`config.mk`:
```
export PLATFORM = sky130hd
export DESIGN_NAME = rs_dispatcher
export DESIGN_NICKNAME = d
export VERILOG_FILES = /design/src/rtl/rs_dispatcher.sv
export SDC_FILE = /design/constraint.sdc
export NUM_CORES = 1
export LEC_CHECK = 0
export ABC_CLOCK_PERIOD_IN_PS = 4800
export BUFFER_PORTS_ARGS = -buffer_cell sky130_fd_sc_hd__buf_2
export CORE_ASPECT_RATIO = 1.5
export CORE_UTILIZATION = 60
export CTS_CLUSTER_DIAMETER = 120
export DETAILED_ROUTE_END_ITERATION = 8
export PLACE_DENSITY = 0.88
export SETUP_SLACK_MARGIN = 0.5
export SYNTH_ARGS = -nofsm -noshare
export SYNTH_HDL_FRONTEND = slang
export SYNTH_SLANG_ARGS = --single-unit
```
`constraint.sdc`:
```
create_clock -name clk -period 4.8 [get_ports clk]
set_input_delay 0.48 -clock clk [delete_from_list [all_inputs] [get_ports clk]]
set_output_delay 0.48 -clock clk [all_outputs]
set_load 0.03 [all_outputs]
```
`src/rtl/rs_dispatcher.sv`:
```
// rs_dispatcher
//   Dispatch stage between the decode queue and one reservation station.
//   Renames source operands through a per-register status table, allocates
//   a ROB slot, resolves each operand from the register file, the CDB or the
//   ROB, and parks the finished entry in a single hold register until the
//   reservation station can take it. The held entry snoops the CDB while
//   it waits.
//
// Ports
//   clk, rst              clock; synchronous active-high reset
//   flush                 mispredict flush (drops hold entry, clears busy bits)
//   in_*                  decode entry and valid/ready handshake
//   rf_raddr*/rf_rdata*   combinational register file read
//   rob_alloc_*           ROB slot allocation
//   rob_qtag*/rob_q*      ROB operand query (tag out, ready/value back)
//   cdb_*                 common data bus broadcast
//   commit_*              ROB commit, releases the status table entry
//   rs_full, push_ce      reservation station back-pressure and push strobe
//   op,tag*,val*,target   held entry presented to the reservation station
module rs_dispatcher #(
  parameter int DATA_W = 32,
  parameter int OP_W   = 6,
  parameter int TAG_W  = 4,
  parameter int REG_N  = 32,
  localparam int REG_W = $clog2(REG_N)
) (
  input  logic              clk,
  input  logic              rst,
  input  logic              flush,

  input  logic              in_valid,
  output logic              in_ready,
  input  logic [OP_W-1:0]   in_op,
  input  logic [REG_W-1:0]  in_rd,
  input  logic [REG_W-1:0]  in_rs1,
  input  logic [REG_W-1:0]  in_rs2,
  input  logic              in_use_imm,
  input  logic [DATA_W-1:0] in_imm,

  output logic [REG_W-1:0]  rf_raddr1,
  output logic [REG_W-1:0]  rf_raddr2,
  input  logic [DATA_W-1:0] rf_rdata1,
  input  logic [DATA_W-1:0] rf_rdata2,

  input  logic              rob_alloc_ready,
  input  logic [TAG_W-1:0]  rob_alloc_tag,
  output logic              rob_alloc_ce,
  output logic [TAG_W-1:0]  rob_qtag1,
  output logic [TAG_W-1:0]  rob_qtag2,
  input  logic              rob_qready1,
  input  logic              rob_qready2,
  input  logic [DATA_W-1:0] rob_qval1,
  input  logic [DATA_W-1:0] rob_qval2,

  input  logic              cdb_valid,
  input  logic [TAG_W-1:0]  cdb_tag,
  input  logic [DATA_W-1:0] cdb_val,

  input  logic              commit_valid,
  input  logic [REG_W-1:0]  commit_rd,
  input  logic [TAG_W-1:0]  commit_tag,

  input  logic              rs_full,
  output logic              push_ce,
  output logic [OP_W-1:0]   op,
  output logic [TAG_W-1:0]  tag1,
  output logic [TAG_W-1:0]  tag2,
  output logic [DATA_W-1:0] val1,
  output logic [DATA_W-1:0] val2,
  output logic [TAG_W-1:0]  target
);

  // Register status table
  logic [REG_N-1:0] busy_q, busy_d;
  logic [TAG_W-1:0] rtag_q [REG_N];
  logic [TAG_W-1:0] rtag_d [REG_N];

  // Hold register
  logic              hold_valid_q, hold_valid_d;
  logic [OP_W-1:0]   op_q, op_d;
  logic [TAG_W-1:0]  tag1_q, tag1_d;
  logic [TAG_W-1:0]  tag2_q, tag2_d;
  logic [DATA_W-1:0] val1_q, val1_d;
  logic [DATA_W-1:0] val2_q, val2_d;
  logic [TAG_W-1:0]  target_q, target_d;

  logic              accept;
  logic [TAG_W-1:0]  res_tag1, res_tag2;
  logic [DATA_W-1:0] res_val1, res_val2;

  // Handshake
  assign in_ready     = rob_alloc_ready & ~flush & (~hold_valid_q | ~rs_full);
  assign accept       = in_valid & in_ready;
  assign rob_alloc_ce = accept;
  assign push_ce      = hold_valid_q & ~rs_full & ~flush;

  assign rf_raddr1 = in_rs1;
  assign rf_raddr2 = in_rs2;
  assign rob_qtag1 = rtag_q[in_rs1];
  assign rob_qtag2 = rtag_q[in_rs2];

  assign op     = op_q;
  assign tag1   = tag1_q;
  assign tag2   = tag2_q;
  assign val1   = val1_q;
  assign val2   = val2_q;
  assign target = target_q;

  // Operand resolution reads the table before this cycle's rename, so an
  // instruction that overwrites one of its own sources still waits on the
  // previous producer.
  always_comb begin
    res_tag1 = '0;
    res_val1 = '0;
    if (in_rs1 != '0) begin
      if (!busy_q[in_rs1])
        res_val1 = rf_rdata1;
      else if (cdb_valid && (cdb_tag == rtag_q[in_rs1]))
        res_val1 = cdb_val;
      else if (rob_qready1)
        res_val1 = rob_qval1;
      else
        res_tag1 = rtag_q[in_rs1];
    end
  end

  // r0 takes precedence over the immediate select.
  always_comb begin
    res_tag2 = '0;
    res_val2 = '0;
    if (in_rs2 != '0) begin
      if (in_use_imm)
        res_val2 = in_imm;
      else if (!busy_q[in_rs2])
        res_val2 = rf_rdata2;
      else if (cdb_valid && (cdb_tag == rtag_q[in_rs2]))
        res_val2 = cdb_val;
      else if (rob_qready2)
        res_val2 = rob_qval2;
      else
        res_tag2 = rtag_q[in_rs2];
    end
  end

  // Status table update. Commit is applied first so that a rename of the
  // same register on the same edge overrides the release.
  always_comb begin
    busy_d = busy_q;
    rtag_d = rtag_q;
    if (flush) begin
      busy_d = '0;
    end else begin
      if (commit_valid && busy_q[commit_rd] && (rtag_q[commit_rd] == commit_tag))
        busy_d[commit_rd] = 1'b0;
      if (accept && (in_rd != '0)) begin
        busy_d[in_rd] = 1'b1;
        rtag_d[in_rd] = rob_alloc_tag;
      end
    end
  end

  // Hold register. A broadcast on the push edge is left to the reservation
  // station, which sees the same CDB cycle.
  always_comb begin
    hold_valid_d = hold_valid_q;
    op_d         = op_q;
    tag1_d       = tag1_q;
    tag2_d       = tag2_q;
    val1_d       = val1_q;
    val2_d       = val2_q;
    target_d     = target_q;
    if (flush) begin
      hold_valid_d = 1'b0;
    end else if (accept) begin
      hold_valid_d = 1'b1;
      op_d         = in_op;
      tag1_d       = res_tag1;
      tag2_d       = res_tag2;
      val1_d       = res_val1;
      val2_d       = res_val2;
      target_d     = rob_alloc_tag;
    end else if (push_ce) begin
      hold_valid_d = 1'b0;
    end else if (hold_valid_q && cdb_valid) begin
      if ((tag1_q != '0) && (tag1_q == cdb_tag)) begin
        tag1_d = '0;
        val1_d = cdb_val;
      end
      if ((tag2_q != '0) && (tag2_q == cdb_tag)) begin
        tag2_d = '0;
        val2_d = cdb_val;
      end
    end
  end

  always_ff @(posedge clk) begin
    if (rst) begin
      busy_q       <= '0;
      for (int i = 0; i < REG_N; i++) rtag_q[i] <= '0;
      hold_valid_q <= 1'b0;
      op_q         <= '0;
      tag1_q       <= '0;
      tag2_q       <= '0;
      val1_q       <= '0;
      val2_q       <= '0;
      target_q     <= '0;
    end else begin
      busy_q       <= busy_d;
      rtag_q       <= rtag_d;
      hold_valid_q <= hold_valid_d;
      op_q         <= op_d;
      tag1_q       <= tag1_d;
      tag2_q       <= tag2_d;
      val1_q       <= val1_d;
      val2_q       <= val2_d;
      target_q     <= target_d;
    end
  end

endmodule

```
# Word level (Yosys, flattened, before mapping)
# Index checks and enable logic that the tools add are counted.
[op_classes]
addsub = 0
mul = 0
div = 0
order_cmp = 11
eq_ne = 6
n_shift = 0
mux = 61
bitwise = 16
n_reduce_logical = 25
[op_table]
columns = ["op", "count"]
rows = [
  ["$mux 32", 20],
  ["$bwmux 128", 1],
  ["$mux 4", 24],
  ["$bmux 4 s5", 3],
  ["$and 32x32->32", 1],
  ["$not 32->32", 1],
  ["$or 32x32->32", 1],
  ["$ge 6x6->1 const B", 4],
  ["$lt 5x6->1 const B", 4],
  ["$not 5->6", 4],
  ["$demux 4 s5", 1],
  ["$eq 4x4->1", 5],
  ["$bmux 1 s5", 3],
  ["$reduce_bool 5->1", 3],
  ["$logic_and 1x1->1", 11],
  ["$demux 1 s5", 2],
  ["$ge 5x1->1 const B", 2],
  ["$reduce_and 4->1", 2],
  ["$reduce_bool 2->1", 4],
  ["$reduce_bool 4->1", 2],
  ["$mux 1", 7],
  ["$lt 6x1->1 const B", 1],
  ["$and 1x1->1", 5],
  ["$reduce_and 2->1", 2],
  ["other kinds (4)", 6],
]
[totals]
register_bits = 243
latchBits = 0
mem_bits_rw = 0
romBits = 0
in_bits = 241
out_inout_bits = 103
wordCells = 159
n_memories = 0

# Depth between registers and ports, before layout
# Gate-level depths: netlist of the first run.
[depth]
depth_word = 11
depth_mapped = 14
mapped_depth_nobuf = 9

# Worst setup path after synthesis of the first run
# No wires, ideal clock.
[synth_timing]
kind = "input to register"
from = "input port in_rs2[2]"
to = "register tag2_q[0] (netlist: tag2[0])"
setup_ns = 0.128
t_arrival_ns = 3.743
required_time_ns = 4.672
slack_ns = 0.929
path_stages = 12
n_path_buf = 4
path_cell_list = "buf_2 > buf_2 > mux4_2 > mux2i_1 > mux2_2 > a221oi_1 > xor2_1 > or4_1 > buf_2 > buf_6 > a32oi_1 > nor2_1"
[synth_between]
elab_chain_cells = 11
elab_cells_between_ends = 15
classes_between = "eq/ne (1); mux (11); bitwise (1); reduce/logical (2)"
[synth_lines]
columns = ["item", "line_no", "rtl"]
rows = [
  ["from (decl)", "36", "input logic [REG_W-1:0] in_rs2,"],
  ["$not 5->6 *", "-", ""],
  ["$bmux 4 s5 *", "-", ""],
  ["$mux 4 * (2 in series)", "-", ""],
  ["net rob_qtag2[0]", "49", "output logic [TAG_W-1:0] rob_qtag2,"],
  ["$eq 4x4->1", "136", "else if (cdb_valid && (cdb_tag == rtag_q[in_rs2]))"],
  ["$logic_and 1x1->1", "136", ""],
  ["$mux 4 *", "136", ""],
  ["$mux 4 *", "134", "else if (!busy_q[in_rs2])"],
  ["$mux 4 *", "132", "if (in_use_imm)"],
  ["$mux 4 *", "131", "if (in_rs2 != '0) begin"],
  ["$mux 4 *", "174", "end else if (accept) begin"],
  ["to (signal assigned)", "213", "tag2_q <= tag2_d;"],
  ["to (decl)", "82", "logic [TAG_W-1:0] tag2_q, tag2_d;"],
]
# The timed path passes the listed nets; every way through them passes the cells marked *. The select of a mux whose other input is x is not followed.
# A chain may end at the register's enable or synchronous reset.

# Worst setup path after layout of the first run
[layout_timing]
from = "input port in_rs1[2]"
to = "register val1_q[31] (netlist: val1[31])"
[layout_between]
elab_chain_cells = 10
elab_cells_between_ends = 13
classes_between = "eq/ne (1); mux (9); bitwise (1); reduce/logical (2)"
[layout_lines]
columns = ["item", "line_no", "rtl"]
rows = [
  ["from (decl)", "35", "input logic [REG_W-1:0] in_rs1,"],
  ["$not 5->6 (implied by the code)", "118", "else if (cdb_valid && (cdb_tag == rtag_q[in_rs1]))"],
  ["$bmux 4 s5", "118", ""],
  ["$mux 4 (implied by the code) (2 in series)", "118", ""],
  ["$eq 4x4->1", "118", ""],
  ["$logic_and 1x1->1", "118", ""],
  ["$mux 32", "118", ""],
  ["$mux 32", "116", "if (!busy_q[in_rs1])"],
  ["$mux 32 *", "115", "if (in_rs1 != '0) begin"],
  ["$mux 32 *", "174", ""],
  ["to (signal assigned)", "214", "val1_q <= val1_d;"],
  ["to (decl)", "83", "logic [DATA_W-1:0] val1_q, val1_d;"],
]
# Every way passes the cells marked *; elsewhere a longest branch is shown, timed or not. The select of a mux whose other input is x is not followed.

==> results of run 1 <==
==> power by group <==
group	switching, W	internal (W)
clock	0.000861	0.00111
sequential	0.0000268	0.00205
combinational	0.000527	0.000261
total	0.00141	0.00343
==> worst paths after layout <==
kind,from,to,slack (ps),cells after the start
max,in_rs1[2],val1[31],1180,10
min,in_imm[20],val2[20],150,3
max reg2reg,hold_valid_q,rtag_q[119],1450,7
min reg2reg,op[0],op[0],460,2
==> final cells by class <==
cell class	instances	share of cell area, %
repair buffers	387	11.7
clock buffers	34	4.08
flip-flops and latches	243	27.2
diodes	7	0.0980
well taps	328	2.30
clock inverters	9	0.427
inverters	22	0.462
multi-input cells	1173	53.7
==> state kept, by name (all words and copies together) (netlist names) <==
register      cells
val1             32
target            4
op                6
hold_valid_q      1
rtag_q          128
busy_q           32
tag2              4
tag1              4
val2             32
==> placed cells by master (no fill, tap or decap), types with 25 or more instances in the layout <==
master,synthesis,routed
sky130_fd_sc_hd__buf_2,19,342
sky130_fd_sc_hd__dfxtp_1,243,243
sky130_fd_sc_hd__nor2_1,151,148
sky130_fd_sc_hd__o21ai_0,144,144
sky130_fd_sc_hd__mux2i_1,140,140
sky130_fd_sc_hd__mux4_2,114,114
sky130_fd_sc_hd__a31oi_1,83,83
sky130_fd_sc_hd__a21oi_1,62,62
sky130_fd_sc_hd__nand2_1,49,48
sky130_fd_sc_hd__buf_4,12,41
sky130_fd_sc_hd__nand3_1,39,39
sky130_fd_sc_hd__o221ai_1,36,36
sky130_fd_sc_hd__and3_1,35,35
sky130_fd_sc_hd__a221oi_1,33,33
sky130_fd_sc_hd__o21bai_1,32,32
sky130_fd_sc_hd__o41ai_1,33,32
sky130_fd_sc_hd__a2bb2oi_1,32,32
sky130_fd_sc_hd__o21ai_1,27,27
sky130_fd_sc_hd__a22oi_1,25,25
sky130_fd_sc_hd__clkbuf_16,0,25
==> worst max-delay path: cells and delay by family <==
family / cells / cell delay [ps]
buf+inv: 3 / 1100
compound gates: 4 / 1290
mux: 2 / 640
simple gates: 1 / 520
==> per-stage QoR <==
stage,hold slack [ps],util (%)
2_1_floorplan,453,-
3_3_place_gp,439,67.8
3_5_place_dp,447,67.8
4_1_cts,149,71.0
5_1_grt,164,71.1
6_report,148,71.1
==> metal layers <==
| layer | vias to the layer above | share of wire (%) | routed length, µm |
|---|---|---|---|
| met5 | - | 0.043 | 28 |
| met1 | 7725 | 31 | 20100 |
| met2 | 1513 | 44 | 28300 |
| li1 | 6799 | - | - |
| met4 | 4 | 9.9 | 6410 |
| met3 | 424 | 15 | 9490 |
==> kinds of logic (layout without fill, tap and decap cells) <==
kind of cell / Yosys count / after routing / share of synthesized area (%)
XOR/XNOR: 17 / 17 / 1.09
buffers and inverters: 221 / 452 / 6.10
other: 0 / 7 / 0
AND/OR/NAND/NOR: 344 / 344 / 10.7
flip-flops: 243 / 243 / 31.7
AO/OA/AOI/OAI: 550 / 550 / 23.9
multiplexers: 262 / 262 / 26.5
==> summary.txt, run 1 <==
OUTCOME
---------------------------------------------------------------------------------
Status ............................................................. finished clean

GRT
---------------------------------------------------------------------------------
Met3 Track Usage GR ................................................        18.3%
Largest net degree at the start of global routing ..................          123
GRT Max-Usage Layer ................................................         met2
Total gr overflow ..................................................            0
Initial antenna violation count ....................................            9
First-pass GRT wire length .........................................      96.0 mm
GR Layer Usage met2 ................................................        75.2%
Number of global-route vias before repair ..........................        15.6k
GRT Resource Usage Total ...........................................        48.3%
Met1 layer usage reported by global route ..........................        53.0%

DETAILED ROUTING
---------------------------------------------------------------------------------
Post-route ant nets ................................................            0
DR WL/cell .........................................................      29.2 µm
Total wire length ..................................................      64.4 mm
Drt first-iter violations ..........................................         2455
DRC errors left ....................................................            0
Total number of vias ...............................................        16.5k
Routed vias/inst ...................................................         7.47
Length of the first detailed-routing pass in iterations ............            9

CTS
---------------------------------------------------------------------------------
CTS resizes ........................................................            0
Clock latency of the later-clocked register in the worst-skew pair .       560 ps
Clock tree from TritonCTS ..........................................          yes
CTS HTree Levels ...................................................            1
Cts-stage hold buffer count ........................................            0
Maximum number of buffers from clock root to sink ..................            3
Clk root buf ....................................................... sky130_fd_sc_hd__clkbuf_16
Clock tree sinks ...................................................          243
Clk slew on worst S/H paths ........................................        70 ps
TritonCTS buffer count .............................................           25
Post-CTS setup repair buffer count .................................            0

DIE
---------------------------------------------------------------------------------
Placeable Area .....................................................   0.0251 mm²
Y dimension of the die .............................................       198 µm
Number of primary I/O pins .........................................          344
Initial cell density of the core ...................................        61.1%
Number of cell rows ................................................           71
Horiz. Die Dim .....................................................       133 µm
Die area ...........................................................   0.0262 mm²

TIMING
---------------------------------------------------------------------------------
Number of failing setup endpoints in the final timing report .......            0
Setup TNS after final layout .......................................         0 ps
Fmax ...............................................................      276 MHz
Slew at the pin with the worst max-slew slack ......................      1210 ps
Post-layout min period .............................................      3620 ps
Setup repair after global routing missed its margin ................           no
Period utilisation layout ..........................................        75.5%
Min setup slack post-route .........................................      1180 ps
Final setup skew ...................................................      29.3 ps
Rel. slew slack ....................................................        19.5%
Number of pins exceeding their max-slew limit in the final report ..            0
Hold Fails Final Rpt ...............................................            0

LOGIC SYNTHESIS
---------------------------------------------------------------------------------
Synth warn .........................................................            0
Top cells by count, synth .......................................... 243 x sky130_fd_sc_hd__dfxtp_1, 151 x sky130_fd_sc_hd__nor2_1, 146 x sky130_fd_sc_hd__clkbuf_1, 144 x sky130_fd_sc_hd__o21ai_0, 140 x sky130_fd_sc_hd__mux2i_1
Leading cell type by number of instances after synthesis ........... sky130_fd_sc_hd__dfxtp_1
Cell variety after synth ...........................................           53
Number of enable-type register cells in the synthesized netlist ....            0
Area fraction of the dominant cell type after synthesis ............        31.7%
Number of cells produced by synthesis ..............................         1637
Cell area after synthesis ..........................................   0.0154 mm²
Flip-flop and latch count after synthesis ..........................          243
Largest area contributor in the netlist ............................ sky130_fd_sc_hd__dfxtp_1
Net count after synthesis ..........................................         1878
Avg Synthesized Cell Area ..........................................     9.38 µm²
Top post-synthesis cells by area ................................... sky130_fd_sc_hd__dfxtp_1 32%, sky130_fd_sc_hd__mux4_2 17%, sky130_fd_sc_hd__mux2i_1 9.1%
Share of async-settable or async-resettable flops after synthesis ..           0%
Share of synthesized area occupied by flip-flops and latches .......        31.7%
Most common flop cell mapped by yosys .............................. sky130_fd_sc_hd__dfxtp_1

CRITICAL PATH
---------------------------------------------------------------------------------
Crit-path max FO ...................................................           23
Arrival time at the worst endpoint .................................      4060 ps
List of cells traversed by the critical path ....................... buf_2 -> buf_4 -> mux4_2 -> a22oi_1 -> a31oi_1 -> mux2i_1 -> and4_1 -> buf_12 -> o21ai_0 -> a221oi_1
Worst endpoint required time .......................................      5240 ps
Worst-path cell with the longest stage delay ....................... sky130_fd_sc_hd__a22oi_1
Startpoint-to-endpoint class of the critical path ..................       in2reg
Biggest cell delay along the critical path .........................       540 ps
Crit path launch type ..............................................   input port
Worst Setup End Kind ...............................................     register

PWR
---------------------------------------------------------------------------------
Worst IR Drop VDD ..................................................   0.000316 V
Power after layout .................................................    0.00484 W
Pwr per Cell Area ..................................................   271 mW/mm²
Static Leakage .....................................................      7.17 nW

PLACEMENT
---------------------------------------------------------------------------------
Detailed placer's ending HPWL ......................................      44.7 mm
Worst slack after detailed placement ...............................       843 ps
RePlAce Congestion .................................................         1.03
Total placed cells including tap cells .............................         2153
Buffers added on ports .............................................          343
Cell area reported after detailed placement ........................   0.0171 mm²

LAYOUT
---------------------------------------------------------------------------------
Final cell count without fillers ...................................         2203
Share of post-route cells with drive strength above 1 ..............        30.9%
Area growth from synthesis to layout ...............................        16.4%
Final non-filler cell area .........................................   0.0179 mm²
Final net count ....................................................         2093
Total area of multi-input combinational cells ......................  0.00960 mm²
Fill count .........................................................         1923
Reg area ...........................................................  0.00486 mm²

HOLD PATH
---------------------------------------------------------------------------------
Worst hold-check path type .........................................       in2reg

FLOW RUN
---------------------------------------------------------------------------------
Max-cap violation count ............................................            0

No activity file was read; power rests on OpenSTA's default activity.
==> inputs of run 2 (changes only) <==
--- a/config.mk
+++ b/config.mk
@@ -5,13 +5,13 @@
 export SDC_FILE = /design/constraint.sdc
 export NUM_CORES = 1
 export LEC_CHECK = 0
-export ABC_CLOCK_PERIOD_IN_PS = 4800
+export ABC_CLOCK_PERIOD_IN_PS = 3000
 export BUFFER_PORTS_ARGS = -buffer_cell sky130_fd_sc_hd__buf_2
 export CORE_ASPECT_RATIO = 1.5
-export CORE_UTILIZATION = 60
+export CORE_UTILIZATION = 50
 export CTS_CLUSTER_DIAMETER = 120
 export DETAILED_ROUTE_END_ITERATION = 8
-export PLACE_DENSITY = 0.88
+export PLACE_DENSITY = 0.79
 export SETUP_SLACK_MARGIN = 0.5
 export SYNTH_ARGS = -nofsm -noshare
 export SYNTH_HDL_FRONTEND = slang
==> constraint.sdc (replaced) <==
create_clock -name clk -period 3 [get_ports clk]
set_input_delay 0.3 -clock clk [delete_from_list [all_inputs] [get_ports clk]]
set_output_delay 0.3 -clock clk [all_outputs]
set_load 0.03 [all_outputs]
==> run 2 against run 1 <==
Net effect:
- the run now ends with setup timing left
- sequential share of layout area fell by 3.3 points
- non-clock buffer count rose by 181
- first-iteration DRC count decreased by 17%
- setup slack worse by 1300 ps
- final cell count rose by 11%
- utilization is 2.7 points lower
- final area increased by 16%
- routed wire length is 9.9% higher
- global-route usage fell by 4.5 points
- critical path type is now reg2reg
- critical path depth is the same
- via count up 5.5%
- clock skew fell by 13 ps
- largest cell class unchanged
==> summary.txt, run 2 (synthesis results as in run 1) <==
DIE
---------------------------------------------------------------------------------
Number of primary I/O pins .........................................          344
Horiz. Die Dim .....................................................       145 µm
Y dimension of the die .............................................       217 µm
Placeable Area .....................................................   0.0303 mm²
Initial cell density of the core ...................................        50.8%
Die area ...........................................................   0.0314 mm²
Number of cell rows ................................................           78

TIMING
---------------------------------------------------------------------------------
Min setup slack post-route .........................................      -147 ps
Setup repair after global routing missed its margin ................          yes
Period utilisation layout ..........................................         105%
Final setup skew ...................................................      16.5 ps
Rel. slew slack ....................................................        4.87%
Number of pins exceeding their max-slew limit in the final report ..            0
Number of failing setup endpoints in the final timing report .......           36
Post-layout min period .............................................      3150 ps
Hold Fails Final Rpt ...............................................            0
Worst hold slack ...................................................     0.860 ps
Fmax ...............................................................      318 MHz
Slew at the pin with the worst max-slew slack ......................      1430 ps

LAYOUT
---------------------------------------------------------------------------------
Share of post-route cells with drive strength above 1 ..............        41.8%
Number of flip-flops in the largest register .......................          128
Top library cells by usage in the layout, fill and taps aside ...... 334 x sky130_fd_sc_hd__buf_2, 190 x sky130_fd_sc_hd__dfxtp_1, 144 x sky130_fd_sc_hd__nor2_1, 144 x sky130_fd_sc_hd__buf_4, 140 x sky130_fd_sc_hd__mux2i_1
Reg with most FFs ..................................................       rtag_q
Fill count .........................................................         2347
Final cell count without fillers ...................................         2456
Area growth from synthesis to layout ...............................        34.8%
Final net count ....................................................         2274
Final non-filler cell area .........................................   0.0207 mm²
Final core area utilization ........................................        68.4%
Commonest non-fill, non-tap cell in the layout ..................... sky130_fd_sc_hd__buf_2

DETAILED ROUTING
---------------------------------------------------------------------------------
Length of the first detailed-routing pass in iterations ............            6
Post-route ant nets ................................................            0
Total wire length ..................................................      70.8 mm
Drt first-iter violations ..........................................         2045
Routed vias/inst ...................................................         7.07
DR WL/cell .........................................................      28.8 µm
Total number of vias ...............................................        17.4k
DRC errors left ....................................................            0

CRITICAL PATH
---------------------------------------------------------------------------------
Worst R2R Start ....................................................  rtag_q[111]
Worst setup path start .............................................  rtag_q[111]
Worst endpoint required time .......................................      3450 ps
Worst Setup End Kind ...............................................     register
Crit path launch type ..............................................     register
Startpoint-to-endpoint class of the critical path ..................      reg2reg
Crit-path max FO ...................................................           12
Arrival time at the worst endpoint .................................      3600 ps
Endpoint of the worst register-to-register path ....................     val2[15]
Register-to-register path setup slack ..............................      -150 ps
R2R depth ..........................................................           10

OUTCOME
---------------------------------------------------------------------------------
Failing checks ..................................................... setup timing
Status ............................................................. finished with violations

GRT
---------------------------------------------------------------------------------
Total gr overflow ..................................................            0
First-pass GRT wire length .........................................       104 mm
Largest net degree at the start of global routing ..................          107
Initial antenna violation count ....................................            5
Number of global-route vias before repair ..........................        17.0k
GRT Resource Usage Total ...........................................        43.8%

PLACEMENT
---------------------------------------------------------------------------------
Detailed placer's ending HPWL ......................................      49.8 mm
Total placed cells including tap cells .............................         2359
RePlAce Congestion .................................................         1.07
Buffers added on ports .............................................          343
Cell area reported after detailed placement ........................   0.0186 mm²

CTS
---------------------------------------------------------------------------------
Clk root buf ....................................................... sky130_fd_sc_hd__clkbuf_16
Clk slew on worst S/H paths ........................................        70 ps
TritonCTS buffer count .............................................           25
Maximum number of buffers from clock root to sink ..................            3
Clock tree from TritonCTS ..........................................          yes
CTS HTree Levels ...................................................            1
Clock tree sinks ...................................................          243
Clock latency of the later-clocked register in the worst-skew pair .       570 ps

HOLD PATH
---------------------------------------------------------------------------------
Worst hold-check path type .........................................       in2reg
Launch instance of the worst min-delay path ........................     in_op[4]
Hold Path End ......................................................        op[4]
Hold Path Cell Cnt .................................................            3

PWR
---------------------------------------------------------------------------------
Gate power share ...................................................        18.4%
Clock group share of total power ...................................        40.9%
Pwr per Cell Area ..................................................   395 mW/mm²
Worst IR Drop VDD ..................................................   0.000591 V
Internal power of the cells ........................................    0.00573 W
Proportion of total power due to net switching .....................        29.9%
Seq pwr share ......................................................        40.7%
Static Leakage .....................................................      8.56 nW
Switching power summed over all nets ...............................    0.00244 W
Power after layout .................................................    0.00817 W

FLOW RUN
---------------------------------------------------------------------------------
Max-cap violation count ............................................            0

-- run 2: changes by cell type in the layout (fill, tap and decap cells not counted), moves of 20 or more --
cell                            before  now
sky130_fd_sc_hd__a31oi_1            83   58
sky130_fd_sc_hd__dfxtp_1           243  190
sky130_fd_sc_hd__buf_12              3   23
sky130_fd_sc_hd__buf_6               1   32
sky130_fd_sc_hd__buf_4              41  144
sky130_fd_sc_hd__dlygate4sd3_1       0   31
sky130_fd_sc_hd__dfxtp_2             0   49
-- run 2: power groups by stage --
stage	Clock (W)	Combinational, W	Sequential [W]
finish	0.00334	0.00150	0.00333
global route	0.00347	0.00155	0.00333
CTS	0.00332	0.00143	0.00333
detailed placement	0	0.00135	0.00340
global placement	0	0.00134	0.00340
floorplan	0	0.000659	0.00350
-- run 2: routing by layer --
layer / GRT usage [%] / wire (µm) / vias up
li1: - / - / 7151
met1: 47.4 / 22100 / 8214
met2: 69.7 / 31800 / 1536
met3: 13.8 / 9430 / 468
met4: 37.7 / 7490 / 0
met5: 0 / 0 / -
-- run 2: worst max-delay path by stage --
stage	to	slack (ps)
2_1_floorplan	tag2[0]	-160
3_3_place_gp	val2[6]	-290
3_5_place_dp	val2[12]	-330
4_1_cts	val2[12]	3
5_1_grt	val2[1]	-210
6_report	val2[15]	-150
-- run 2: metrics by stage --
stage | setup slack [ps] | TNS, ps
after global routing | -211 | -3010
after floorplan | -159 | -4530
after global placement | -286 | -9650
final | -147 | -2120
after detailed placement | -335 | -12490
after CTS | 2.86 | 0
-- run 2: critical path, cell delays in order, from the launching register on --
cell and delay, ps:
sky130_fd_sc_hd__dfxtp_2 340, sky130_fd_sc_hd__mux4_2 450, sky130_fd_sc_hd__mux4_2 550, sky130_fd_sc_hd__mux2_4 350, sky130_fd_sc_hd__xnor2_4 160, sky130_fd_sc_hd__nand2_1 80, sky130_fd_sc_hd__or4_4 460, sky130_fd_sc_hd__buf_8 170
sky130_fd_sc_hd__buf_12 150, sky130_fd_sc_hd__a31oi_2 220, sky130_fd_sc_hd__o21ai_1 90
-- run 2: timing repair --
item	in CTS	in global routing
endpoints found under the hold margin	31	0
gates cloned	3	0
setup buffers	12	1
endpoints found under the setup margin	112	136
hold buffers	31	0
gates resized for setup	115	69
pin swaps	55	15
-- run 2: area by class of cell --
cell class | instances | area (µm²) | share of cell area, %
Clock inverter | 15 | 194 | 0.937
Sequential cell | 243 | 4940 | 23.9
Tap cell | 400 | 500 | 2.42
Clock buffer | 30 | 644 | 3.11
Multi-Input combinational cell | 1173 | 10400 | 50.0
Antenna cell | 5 | 12.5 | 0.0604
Timing Repair Buffer | 568 | 3970 | 19.2
Inverter | 22 | 82.6 | 0.399
